==> config.mk <==
export PLATFORM = sky130hd
export DESIGN_NAME = autoconfig_master
export DESIGN_NICKNAME = d
export VERILOG_FILES = /design/src/rtl/autoconfig_master.sv
export SDC_FILE = /design/constraint.sdc
export NUM_CORES = 1
export LEC_CHECK = 0
export ABC_AREA = 1
export BUFFER_PORTS_ARGS = -buffer_cell sky130_fd_sc_hd__buf_2
export CORE_UTILIZATION = 35
export CTS_CLUSTER_SIZE = 24
export DETAILED_ROUTE_END_ITERATION = 10
export SLEW_MARGIN = 5
export SYNTH_ARGS = -nofsm -noshare
export SYNTH_HDL_FRONTEND = slang
export SYNTH_SLANG_ARGS = --single-unit
==> constraint.sdc <==
create_clock -name i_mb_clk -period 2.6 [get_ports i_mb_clk]
set_input_delay 0.52 -clock i_mb_clk [delete_from_list [all_inputs] [get_ports i_mb_clk]]
set_output_delay 0.52 -clock i_mb_clk [all_outputs]
set_load 0.01 [all_outputs]
==> src/rtl/autoconfig_master.sv <==
// ---------------------------------------------------------------------------
// autoconfig_master
//
// Purpose:
//   Zorro II style AutoConfig bus master. On START it reads the 20 identity
//   nibbles (word indices 0x00..0x13) of the board in configuration space
//   (A23..A16 = 0xE8) and assembles ER_TYPE, PRODUCT and MANUFACTURER.
//   A valid board (ER_TYPE[7:6] == 2'b11) is given its base address with two
//   nibble writes (index 0x25 low nibble, then 0x24 high nibble). Any other
//   board is shut up with a single write of 4'h0 to index 0x26.
//
// Optional feature macro:
//   AUTOCONFIG_TIMEOUT_EN - when defined, a bus cycle that sees no DTACK
//     within TIMEOUT_CYCLES clocks of WAIT is ended, NO_BOARD is set and the
//     sequence finishes. When undefined, WAIT holds until DTACK arrives.
//
// Ports:
//   i_mb_clk        motherboard clock, all state on its rising edge
//   i_reset         asynchronous active-high reset
//   i_start         one-clock request for a configuration sequence
//   i_base_address  base to assign (A23..A16), sampled on the accepted start
//   i_mb_dtack      active-low bus acknowledge
//   i_data_in       responder nibble on D15..D12
//   o_mb_as         active-low address strobe
//   o_rw            1 = read, 0 = write
//   o_uds / o_lds   active-low data strobes (LDS never asserted)
//   o_address_high  0xE8 during a bus cycle, 0x00 otherwise
//   o_address_low   word index of the current AutoConfig register
//   o_data_out      write nibble, o_data_oe its output enable
//   o_busy, o_done, o_no_board, o_invalid   sequence status
//   o_er_type, o_product, o_manufacturer    decoded board identity
// ---------------------------------------------------------------------------
module autoconfig_master #(
  parameter int TIMEOUT_CYCLES = 255
) (
  input  logic        i_mb_clk,
  input  logic        i_reset,
  input  logic        i_start,
  input  logic [7:0]  i_base_address,
  input  logic        i_mb_dtack,
  input  logic [3:0]  i_data_in,
  output logic        o_mb_as,
  output logic        o_rw,
  output logic        o_uds,
  output logic        o_lds,
  output logic [7:0]  o_address_high,
  output logic [6:0]  o_address_low,
  output logic [3:0]  o_data_out,
  output logic        o_data_oe,
  output logic        o_busy,
  output logic        o_done,
  output logic        o_no_board,
  output logic        o_invalid,
  output logic [7:0]  o_er_type,
  output logic [7:0]  o_product,
  output logic [15:0] o_manufacturer
);

  localparam logic [7:0] AC_SPACE       = 8'hE8;
  localparam logic [6:0] IDX_LAST_READ  = 7'h13;
  localparam logic [6:0] IDX_BASE_LO    = 7'h25;
  localparam logic [6:0] IDX_BASE_HI    = 7'h24;
  localparam logic [6:0] IDX_SHUTUP     = 7'h26;

  if (TIMEOUT_CYCLES < 1 || TIMEOUT_CYCLES > 255) begin : g_bad_timeout
    $error("autoconfig_master: TIMEOUT_CYCLES must be in 1..255");
  end

  typedef enum logic [2:0] {
    ST_IDLE,
    ST_ADDR,
    ST_STROBE,
    ST_WAIT,
    ST_LATCH,
    ST_RECOVER,
    ST_FINISH
  } state_t;

  state_t      r_state,  w_state;
  logic [6:0]  r_index,  w_index;
  logic        r_rw,     w_rw;
  logic        r_mb_as,  w_mb_as;
  logic        r_uds,    w_uds;
  logic        r_data_oe, w_data_oe;
  logic [7:0]  r_addr_high, w_addr_high;
  logic [3:0]  r_data_out, w_data_out;
  logic        r_busy,   w_busy;
  logic        r_done,   w_done;
  logic        r_no_board, w_no_board;
  logic        r_invalid, w_invalid;
  logic [7:0]  r_er_type, w_er_type;
  logic [7:0]  r_product, w_product;
  logic [15:0] r_manufacturer, w_manufacturer;
  logic [7:0]  r_base,   w_base;
  logic        w_to_finish;

`ifdef AUTOCONFIG_TIMEOUT_EN
  localparam logic [7:0] TIMEOUT_LAST = 8'(TIMEOUT_CYCLES - 1);
  logic [7:0]  r_timer,  w_timer;
`endif

  // All bus outputs are registered from next-state values so that the
  // strobes are glitch-free and the asynchronous reset drives them straight
  // to their idle levels without passing through RECOVER.
  always_ff @(posedge i_mb_clk or posedge i_reset) begin
    if (i_reset) begin
      r_state        <= ST_IDLE;
      r_index        <= '0;
      r_rw           <= 1'b1;
      r_mb_as        <= 1'b1;
      r_uds          <= 1'b1;
      r_data_oe      <= 1'b0;
      r_addr_high    <= '0;
      r_data_out     <= '0;
      r_busy         <= 1'b0;
      r_done         <= 1'b0;
      r_no_board     <= 1'b0;
      r_invalid      <= 1'b0;
      r_er_type      <= '0;
      r_product      <= '0;
      r_manufacturer <= '0;
      r_base         <= '0;
`ifdef AUTOCONFIG_TIMEOUT_EN
      r_timer        <= '0;
`endif
    end else begin
      r_state        <= w_state;
      r_index        <= w_index;
      r_rw           <= w_rw;
      r_mb_as        <= w_mb_as;
      r_uds          <= w_uds;
      r_data_oe      <= w_data_oe;
      r_addr_high    <= w_addr_high;
      r_data_out     <= w_data_out;
      r_busy         <= w_busy;
      r_done         <= w_done;
      r_no_board     <= w_no_board;
      r_invalid      <= w_invalid;
      r_er_type      <= w_er_type;
      r_product      <= w_product;
      r_manufacturer <= w_manufacturer;
      r_base         <= w_base;
`ifdef AUTOCONFIG_TIMEOUT_EN
      r_timer        <= w_timer;
`endif
    end
  end

  // Next-state and next-output logic. Each bus cycle is
  // ADDR -> STROBE -> WAIT (until DTACK) -> LATCH -> RECOVER, and RECOVER
  // decides which cycle follows: the next read, the base-address writes,
  // the shut-up write, or FINISH.
  always_comb begin
    w_state        = r_state;
    w_index        = r_index;
    w_rw           = r_rw;
    w_mb_as        = r_mb_as;
    w_uds          = r_uds;
    w_data_oe      = r_data_oe;
    w_addr_high    = r_addr_high;
    w_data_out     = r_data_out;
    w_busy         = r_busy;
    w_done         = r_done;
    w_no_board     = r_no_board;
    w_invalid      = r_invalid;
    w_er_type      = r_er_type;
    w_product      = r_product;
    w_manufacturer = r_manufacturer;
    w_base         = r_base;
    w_to_finish    = 1'b0;
`ifdef AUTOCONFIG_TIMEOUT_EN
    w_timer        = r_timer;
`endif

    case (r_state)
      ST_IDLE: begin
        if (i_start) begin
          w_state     = ST_ADDR;
          w_index     = '0;
          w_rw        = 1'b1;
          w_addr_high = AC_SPACE;
          w_base      = i_base_address;
          w_busy      = 1'b1;
          w_done      = 1'b0;
          w_no_board  = 1'b0;
          w_invalid   = 1'b0;
        end
      end

      // Reads assert UDS together with AS; writes only drive the data bus
      // here and assert UDS one clock later.
      ST_ADDR: begin
        w_state   = ST_STROBE;
        w_mb_as   = 1'b0;
        w_uds     = ~r_rw;
        w_data_oe = ~r_rw;
      end

      // DTACK is deliberately ignored here so that a responder still holding
      // DTACK from an earlier cycle cannot shorten this one.
      ST_STROBE: begin
        w_state = ST_WAIT;
        w_uds   = 1'b0;
`ifdef AUTOCONFIG_TIMEOUT_EN
        w_timer = '0;
`endif
      end

      ST_WAIT: begin
        if (!i_mb_dtack) begin
          w_state = ST_LATCH;
        end
`ifdef AUTOCONFIG_TIMEOUT_EN
        else if (r_timer == TIMEOUT_LAST) begin
          w_state    = ST_RECOVER;
          w_mb_as    = 1'b1;
          w_uds      = 1'b1;
          w_no_board = 1'b1;
        end else begin
          w_timer = r_timer + 8'd1;
        end
`endif
      end

      // PRODUCT and MANUFACTURER are stored inverted on the board; ER_TYPE
      // nibbles are taken as read.
      ST_LATCH: begin
        w_state = ST_RECOVER;
        w_mb_as = 1'b1;
        w_uds   = 1'b1;
        if (r_rw) begin
          case (r_index)
            7'h00:   w_er_type[7:4]        = i_data_in;
            7'h01:   w_er_type[3:0]        = i_data_in;
            7'h02:   w_product[7:4]        = ~i_data_in;
            7'h03:   w_product[3:0]        = ~i_data_in;
            7'h08:   w_manufacturer[15:12] = ~i_data_in;
            7'h09:   w_manufacturer[11:8]  = ~i_data_in;
            7'h0A:   w_manufacturer[7:4]   = ~i_data_in;
            7'h0B:   w_manufacturer[3:0]   = ~i_data_in;
            default: ;
          endcase
        end
      end

      // DATA_OE stays asserted through RECOVER and is dropped as the next
      // cycle (or FINISH) begins.
      ST_RECOVER: begin
        if (r_no_board) begin
          w_to_finish = 1'b1;
        end else if (r_rw && (r_index != IDX_LAST_READ)) begin
          w_state   = ST_ADDR;
          w_index   = r_index + 7'd1;
          w_data_oe = 1'b0;
        end else if (r_rw) begin
          w_state   = ST_ADDR;
          w_rw      = 1'b0;
          w_data_oe = 1'b0;
          if (r_er_type[7:6] == 2'b11) begin
            w_index    = IDX_BASE_LO;
            w_data_out = r_base[3:0];
          end else begin
            w_invalid  = 1'b1;
            w_index    = IDX_SHUTUP;
            w_data_out = 4'h0;
          end
        end else if (r_index == IDX_BASE_LO) begin
          w_state    = ST_ADDR;
          w_index    = IDX_BASE_HI;
          w_data_out = r_base[7:4];
          w_data_oe  = 1'b0;
        end else begin
          w_to_finish = 1'b1;
        end
      end

      ST_FINISH: begin
        w_state = ST_IDLE;
      end

      default: begin
        w_state = ST_IDLE;
      end
    endcase

    // Common exit into FINISH: bus released, DONE latched until next start.
    if (w_to_finish) begin
      w_state     = ST_FINISH;
      w_rw        = 1'b1;
      w_data_oe   = 1'b0;
      w_addr_high = '0;
      w_busy      = 1'b0;
      w_done      = 1'b1;
    end
  end

  assign o_mb_as        = r_mb_as;
  assign o_rw           = r_rw;
  assign o_uds          = r_uds;
  assign o_lds          = 1'b1;
  assign o_address_high = r_addr_high;
  assign o_address_low  = r_index;
  assign o_data_out     = r_data_out;
  assign o_data_oe      = r_data_oe;
  assign o_busy         = r_busy;
  assign o_done         = r_done;
  assign o_no_board     = r_no_board;
  assign o_invalid      = r_invalid;
  assign o_er_type      = r_er_type;
  assign o_product      = r_product;
  assign o_manufacturer = r_manufacturer;

endmodule

==> results.md, run 1 <==
- CTS clk-pin slew, worst paths: 0.07 ns
- CTS tree: built
- FF-to-FF setup slack: between 0.9 and 1 ns
- Avg WL per Cell: 12.1 µm
- Most frequent cell after synthesis: nand2_1
- All-Layer GR Usage: roughly 16%
- WS Path Type: register to output port
- Total power per unit cell area: 996 mW/mm²
- Clock Latency Late Sink: 0.33 ns
- Clock tree buffer depth: 2
- Mapped Avg Cell Area: 8.34 µm²
- Syn Inst Count: 355
- PortBufs: 69
- Initial DRC Count: 119
- Largest net degree at the start of global routing: 33
- CP delay by family, top: flip-flops
- Final WL: 6.46 mm
- Hold Buf Count CTS: 0
- Setup TNS: 0 ns
- Total placed instance area: 0.00337 mm²
- Die ar.: 0.00883 mm²
- Worst Tran Pin Value: 0.654 ns
- Final count of hold timing violations: 0
- Root Driver: clkbuf_8
- Share of cells above drive strength 1: between 20 and 30%
- Layout Nets: around 450
- Vias/cell: approximately 4.6
- Sequential share of the synthesized area: between 50% and 60%
- Area leader, netlist: dfrtp_1
- Max incr delay on CP: about 0.76 ns
- First-pass GRT wire length: 10.8 mm
- Critical Path Stages: 1
- Crit. End Element: output port
- Unique masters post-synth: 28
- EDFF count, synth: 0
- Min Tclk post-route: 1.82 ns
- Critical path buffers and inverters: 1
- Diodes inserted: 0
- Core area: 0.00822 mm²
- Final ANT Viol Nets: 0
- Setup Viol. Count Final: 0
- Commonest cells in the netlist: 129 x nand2_1, 58 x dfrtp_1, 33 x o21ai_1
- Worst path slowest cell: dfstp_2
- Vias: ~2,500
- Area Overhead vs Synth: 20.7%
- GRT overflow: 0
- Cts repair resizes: 0
- P_leak: 1.93 nW
- Clock Skew: 0.0111 ns
- FF-to-FF path depth: 8
- Yosys Warn Count: 0
- DP HPWL: around 4.8 mm
- CTS sink cnt: 61
- Worst VDD drop: about 0.00055 V
- Crit Path Max Fanout: 18
- Cell chain of the critical path: buf_2
- Asr flop ratio synth: 100%
- Synth Cell Area: 0.00296 mm²
- H-tree Lvls: 3
- GPL Wtd Cong: 0.883
- Final period util: between 60 and 70%
- Initial Util: 36.0%
- Die W: 94.0 µm
- Number of global-route vias before repair: around 2,300
- Post CTS Setup Buffer Count: 0
- Initial antenna violation count: 0
- Die Y: roughly 94 µm
- DR DRC count: 0
- IO Count: 76
- Max-Cap Viols: 0
- RSZ-0062 raised after global routing: no
- Leading register cell type out of synthesis: dfrtp_1
- Post-synth top area share: 49.0%
- Max Clk Rate: around 550 MHz
- Total CTS buffers: 9
- Yosys reg bits: 61
- Number of iterations in the first detailed-routing pass: 6
- Slew headroom: 56.4%
- Fin. max-slew vios: 0
- Status: finished, final reports clean
- Final instance area: 0.00357 mm²
- Ranking of synthesized cells by area: dfrtp_1 49%, nand2_1 16%, o21ai_1 5.6%, nand3_1 3.7%, inv_1 3.3%
- Num rows: 33
- Worst EP required: 2.08 ns
- WP data arrival: roughly 1.3 ns
- Worst Setup Start Kind: register
- Min-delay worst type: input port to asynchronous set/reset pin
## flip-flops by register name (all words and copies together), names as in the netlist
name,cells
o_manufacturer,16
o_er_type,8
o_product,8
r_base,8
o_address_low,7
o_data_out,4
r_state,3
o_address_high,1
o_data_oe,1
o_done,1
o_invalid,1
o_mb_as,1
o_rw,1
o_uds,1
## logic make-up (layout without fill, tap and decap cells)
logic type | after synthesis | in the layout | share of synthesized area, %
AOI/OAI and AO/OA | 43 | 43 | 7.57
buffers and inverters | 49 | 121 | 7.86
other | 2 | 6 | 0.254
adders and majority gates | 4 | 4 | 1.69
and+or+nand+nor | 196 | 196 | 30.9
DFF | 61 | 61 | 51.7
## power breakdown
| group | switching, W | internal [W] | total (W) |
|---|---|---|---|
| clock | 0.000368 | 0.000470 | 0.000838 |
| sequential | 0.000266 | 0.00123 | 0.00150 |
| combinational | 0.000777 | 0.000445 | 0.00122 |
| total | 0.00141 | 0.00215 | 0.00356 |
## layout make-up
| cell class | instances | area, µm² |
|---|---|---|
| clock buffer | 11 | 141 |
| clock inverter | 5 | 60.1 |
| fill | 823 | 4640 |
| inverter | 35 | 133 |
| multi-input combinational | 249 | 1210 |
| sequential | 61 | 1530 |
| tap | 105 | 131 |
| timing repair buffer | 70 | 365 |
## worst paths after layout
check                                  start                end
setup / recovery                        o_rw               o_rw
hold / removal                       i_reset  o_manufacturer[3]
setup reg to reg            o_address_low[0]      o_data_out[1]
hold reg to reg                      o_mb_as            o_mb_as
max in group asynchronous            i_reset       o_er_type[3]
min in group i_mb_clk      i_base_address[2]          r_base[2]
## through the flow
step / total power [W] / hold slack [ns] / utilization, % / instances / setup slack [ns]
finish: 0.00356 / 0.272 / 43.5 / 536 / 0.784
global route: 0.00385 / 0.337 / 43.5 / 536 / 0.717
CTS: 0.00361 / 0.302 / 43.5 / 536 / 0.766
detailed placement: 0.00275 / 0.452 / 41.0 / 520 / 0.958
global placement: 0.00273 / 0.452 / 41.0 / 520 / 1.02
floorplan: 0.00237 / 0.442 / - / 359 / 0.572
## metal layers
layer	wire length (µm)	GRT usage, %
met5	0	0
met4	112	6.15
met3	402	5.42
met1	2990	19.4
met2	2950	26.0
## layout by cell type, fill, tap and decap left out, drive strengths merged
cell type,instances
o21a,1
ha,4
clkbuf,11
nand4,3
clkinvlp,1
o21ai,38
bufinv,1
nand2,143
a21oi,3
dfrtp,58
conb,6
nand3b,1
nand3,25
dfstp,3
nor2,17
nor3,7
clkinv,4
buf,70
inv,34
o211ai,1
(Power assumes the default switching activity.)
==> run 2: changes to the inputs <==
ABC_AREA = 0   (was 1)
clock period = 1.7 ns   (was 2.6 ns; I/O delays follow)
==> results.md, run 2 <==
- Total CTS buffers: 9 (unchanged)
- Min Tclk post-route: 1.87 ns
- Largest net degree at the start of global routing: 22 (-33%)
- CTS clk-pin slew, worst paths: 0.07 ns (about the same)
- Die Y: 92.4 µm (-1.6%)
- Most common cell after layout, fill and taps aside: buf_2
- Cell chain of the critical path: or4b_4 > buf_4 > nor4_4 > buf_6 > nand2_8 > mux2i_2
- DP HPWL: 4.82 mm (+0.44%)
- FF-to-FF path depth: 6 (-2)
- Max-Cap Viols: 0 (unchanged)
- Setup TNS: -4.59 ns (-4.59 ns)
- First-pass GRT wire length: 10.8 mm (+0.38%)
- CTS sink cnt: 61 (unchanged)
- WP data arrival: 2.09 ns (+0.79 ns)
- Comb power frac: 40.8% (+6.5 points)
- PortBufs: 69 (unchanged)
- Final period util: 110%
- End-of-flow core utilization: 53.0% (+9.5 points)
- Hold WS: 0.210 ns (-0.0621 ns)
- Asr flop ratio synth: 100% (unchanged)
- Final WL: 7.09 mm (+9.7%)
- CP delay by family, top: simple AND/OR/NAND/NOR gates
- Die W: 92.4 µm (-1.6%)
- Root Driver: clkbuf_8
- Commonest cells in the netlist: 58 x dfrtp_1, 35 x inv_1, 25 x nand2_1
- Min-delay worst type: input port to register
- Worst Setup Start Kind: register
- DR top layer: met4
- Synth Cell Area: 0.00286 mm² (-3.3%)
- Avg WL per Cell: 14.3 µm (+19%)
- Clock power frac: 22.0% (-1.5 points)
- Fillers: 715 (-13%)
- Failing checks: negative setup slack
- GPL Wtd Cong: 0.791 (-11%)
- Internal: 0.00386 W (+80%)
- Sw power: 0.00203 W (+44%)
- IO Count: 76 (unchanged)
- Clock Latency Late Sink: 0.34 ns (about the same)
- Sequential share of the synthesized area: 53.5% (+1.8 points)
- Initial DRC Count: 90 (-24%)
- H-tree Lvls: 3 (unchanged)
- Final WS setup: -0.169 ns (-0.953 ns)
- Crit. End Element: register
- Number of global-route vias before repair: 2,181 (-7.2%)
- CTS tree: built
- Placed cell count: 463 (-11%)
- DR WL met2: 3.50 mm (+19%)
- Vias/cell: 4.76 (+3.5%)
- Leading register cell type out of synthesis: dfrtp_1
- Most frequent cell after synthesis: dfrtp_1
- Status: complete, but fails checks
- Syn Inst Count: 264 (-26%)
- DR DRC count: 0 (unchanged)
- P_leak: 2.17 nW (+12%)
- Share of cells above drive strength 1: 49.7% (+21 points)
- Post-synth top area share: 50.7% (+1.7 points)
- Clock Skew: 0.0164 ns (+0.00527 ns)
- Die ar.: 0.00855 mm² (-3.2%)
- Num rows: 32 (-3.0%)
- Area leader, netlist: dfrtp_1
- GRT overflow: 0 (unchanged)
- Yosys reg bits: 61 (unchanged)
- WS Path Type: register to register
- All-Layer GR Usage: 16.7% (+0.69 points)
- Clock tree buffer depth: 2 (unchanged)
- Worst path slowest cell: dfstp_2
- Hold path cells: 3
- Setup Slack @ Placement: -0.212 ns (-1.17 ns)
- Diodes inserted: 0 (unchanged)
- End of the worst register-to-register path: o_manufacturer[0]
- Vias: 2,349 (-4.6%)
- Hold path start: i_base_address[6]
- FF-to-FF setup slack: -0.17 ns (-1.10 ns)
- Worst VDD drop: 0.000488 V (-12%)
- Initial Util: 36.7% (+0.64 points)
- Initial antenna violation count: 0 (unchanged)
- Worst reg2reg startpoint: o_rw
- Flop pwr share: 37.3% (-4.8 points)
- Number of iterations in the first detailed-routing pass: 4 (-2)
- Total power per unit cell area: 1420 mW/mm² (+43%)
- Metal-1 WL: 3.18 mm (+6.4%)
- Critical path buffers and inverters: 2 (+1)
- Fin. max-slew vios: 0 (unchanged)
- Setup Viol. Count Final: 40 (+40)
- Post-route insts no fill: 494 (-7.8%)
- EDFF count, synth: 0 (unchanged)
- Routed wire length on met3: 303 µm (-25%)
- Final count of hold timing violations: 0 (unchanged)
- Worst Hold Path EP: r_base[6]
- Max incr delay on CP: 0.53 ns (-0.23 ns)
- Worst EP required: 1.92 ns (-0.16 ns)
- Yosys Warn Count: 0 (unchanged)
- Crit Path Max Fanout: 4 (-14)
- Area Overhead vs Synth: 44.5%
- Net Sw Frac: 34.4% (-5.2 points)
- Unique masters post-synth: 44 (+57%)
- Max Clk Rate: 535 MHz
- Max reg flops: 16 (unchanged)
- RSZ-0062 raised after global routing: yes
- Final ANT Viol Nets: 0 (unchanged)
- Mapped Avg Cell Area: 10.8 µm² (+30%)
- Layout Nets: 407 (-8.7%)
- Ranking of synthesized cells by area: dfrtp_1 51%, mux2i_1 7.7%, mux2_2 5.9%, inv_1 4.6%, nand2_1 3.3%
- Most frequent cells in the layout: 69 x buf_2, 57 x dfrtp_1, 45 x buf_4, 33 x inv_1, 21 x mux2i_1
- Core area: 0.00781 mm² (-5.0%)
-- run 2: per-stage QoR --
step / total power, W / instance area [µm²]
after CTS: 0.00573 / 4000
final: 0.00589 / 4140
after detailed placement: 0.00422 / 3590
after floorplan: 0.00334 / 2900
after global routing: 0.00626 / 4140
after global placement: 0.00418 / 3590
-- run 2: cell type report --
cell class              count  area (µm²)  area share (%)
clock inverters             2        35.0           0.847
multi-input cells         154        1320            31.9
clock buffers              14         163            3.93
flip-flops and latches     61        1530            37.0
well taps                 102         128            3.08
inverters                  35         135            3.27
repair buffers            126         826            20.0
-- run 2: worst max path at each step --
stage | from | end | slack [ns] | cells past startpoint
floorplan | o_rw | o_product[4] | -0.21 | 5
global placement | o_rw | o_product[5] | -0.17 | 5
detailed placement | o_rw | o_product[7] | -0.21 | 5
CTS | o_rw | o_product[7] | -0.19 | 5
global route | o_rw | o_er_type[1] | -0.22 | 5
finish | o_rw | o_manufacturer[0] | -0.17 | 6
-- run 2: logic make-up after synthesis --
family                     count (synthesis)  share of synthesized area (%)
and+or+nand+nor                           62                           12.2
DFF                                       61                           53.5
adders and majority gates                  4                           1.75
AOI/OAI and AO/OA                         44                           9.83
muxes                                     38                           14.0
other                                      2                          0.262
buffers and inverters                     53                           8.52
-- run 2: worst register-to-register path, delay by kind of cell, from the launching register on --
family	cells	cell delay (ns)
buffers and inverters	2	0.36
DFF	1	0.53
muxes	1	0.15
and+or+nand+nor	3	0.71
-- run 2: timing repair --
action                                  CTS  global route
buffers inserted                          8             8
resized for setup                        36            17
endpoints found under the hold margin     2             0
cloned                                    0             1
pin swaps                                16             7
endpoints found under the setup margin   43            52
hold buffers                              1             0
-- run 2: power groups by stage --
stage / clock network, W / logic (W) / registers [W]
6_report: 0.00129 / 0.00240 / 0.00219
3_5_place_dp: 0 / 0.00202 / 0.00221
5_1_grt: 0.00138 / 0.00263 / 0.00225
3_3_place_gp: 0 / 0.00198 / 0.00220
2_1_floorplan: 0 / 0.00100 / 0.00234
4_1_cts: 0.00132 / 0.00222 / 0.00220
-- run 2: metal layers --
metal / global-route usage, % / vias up
met3: 3.37 / 9
met4: 8.20 / 0
met5: 0 / -
met2: 26.2 / 65
li1: - / 1118
met1: 21.8 / 1157
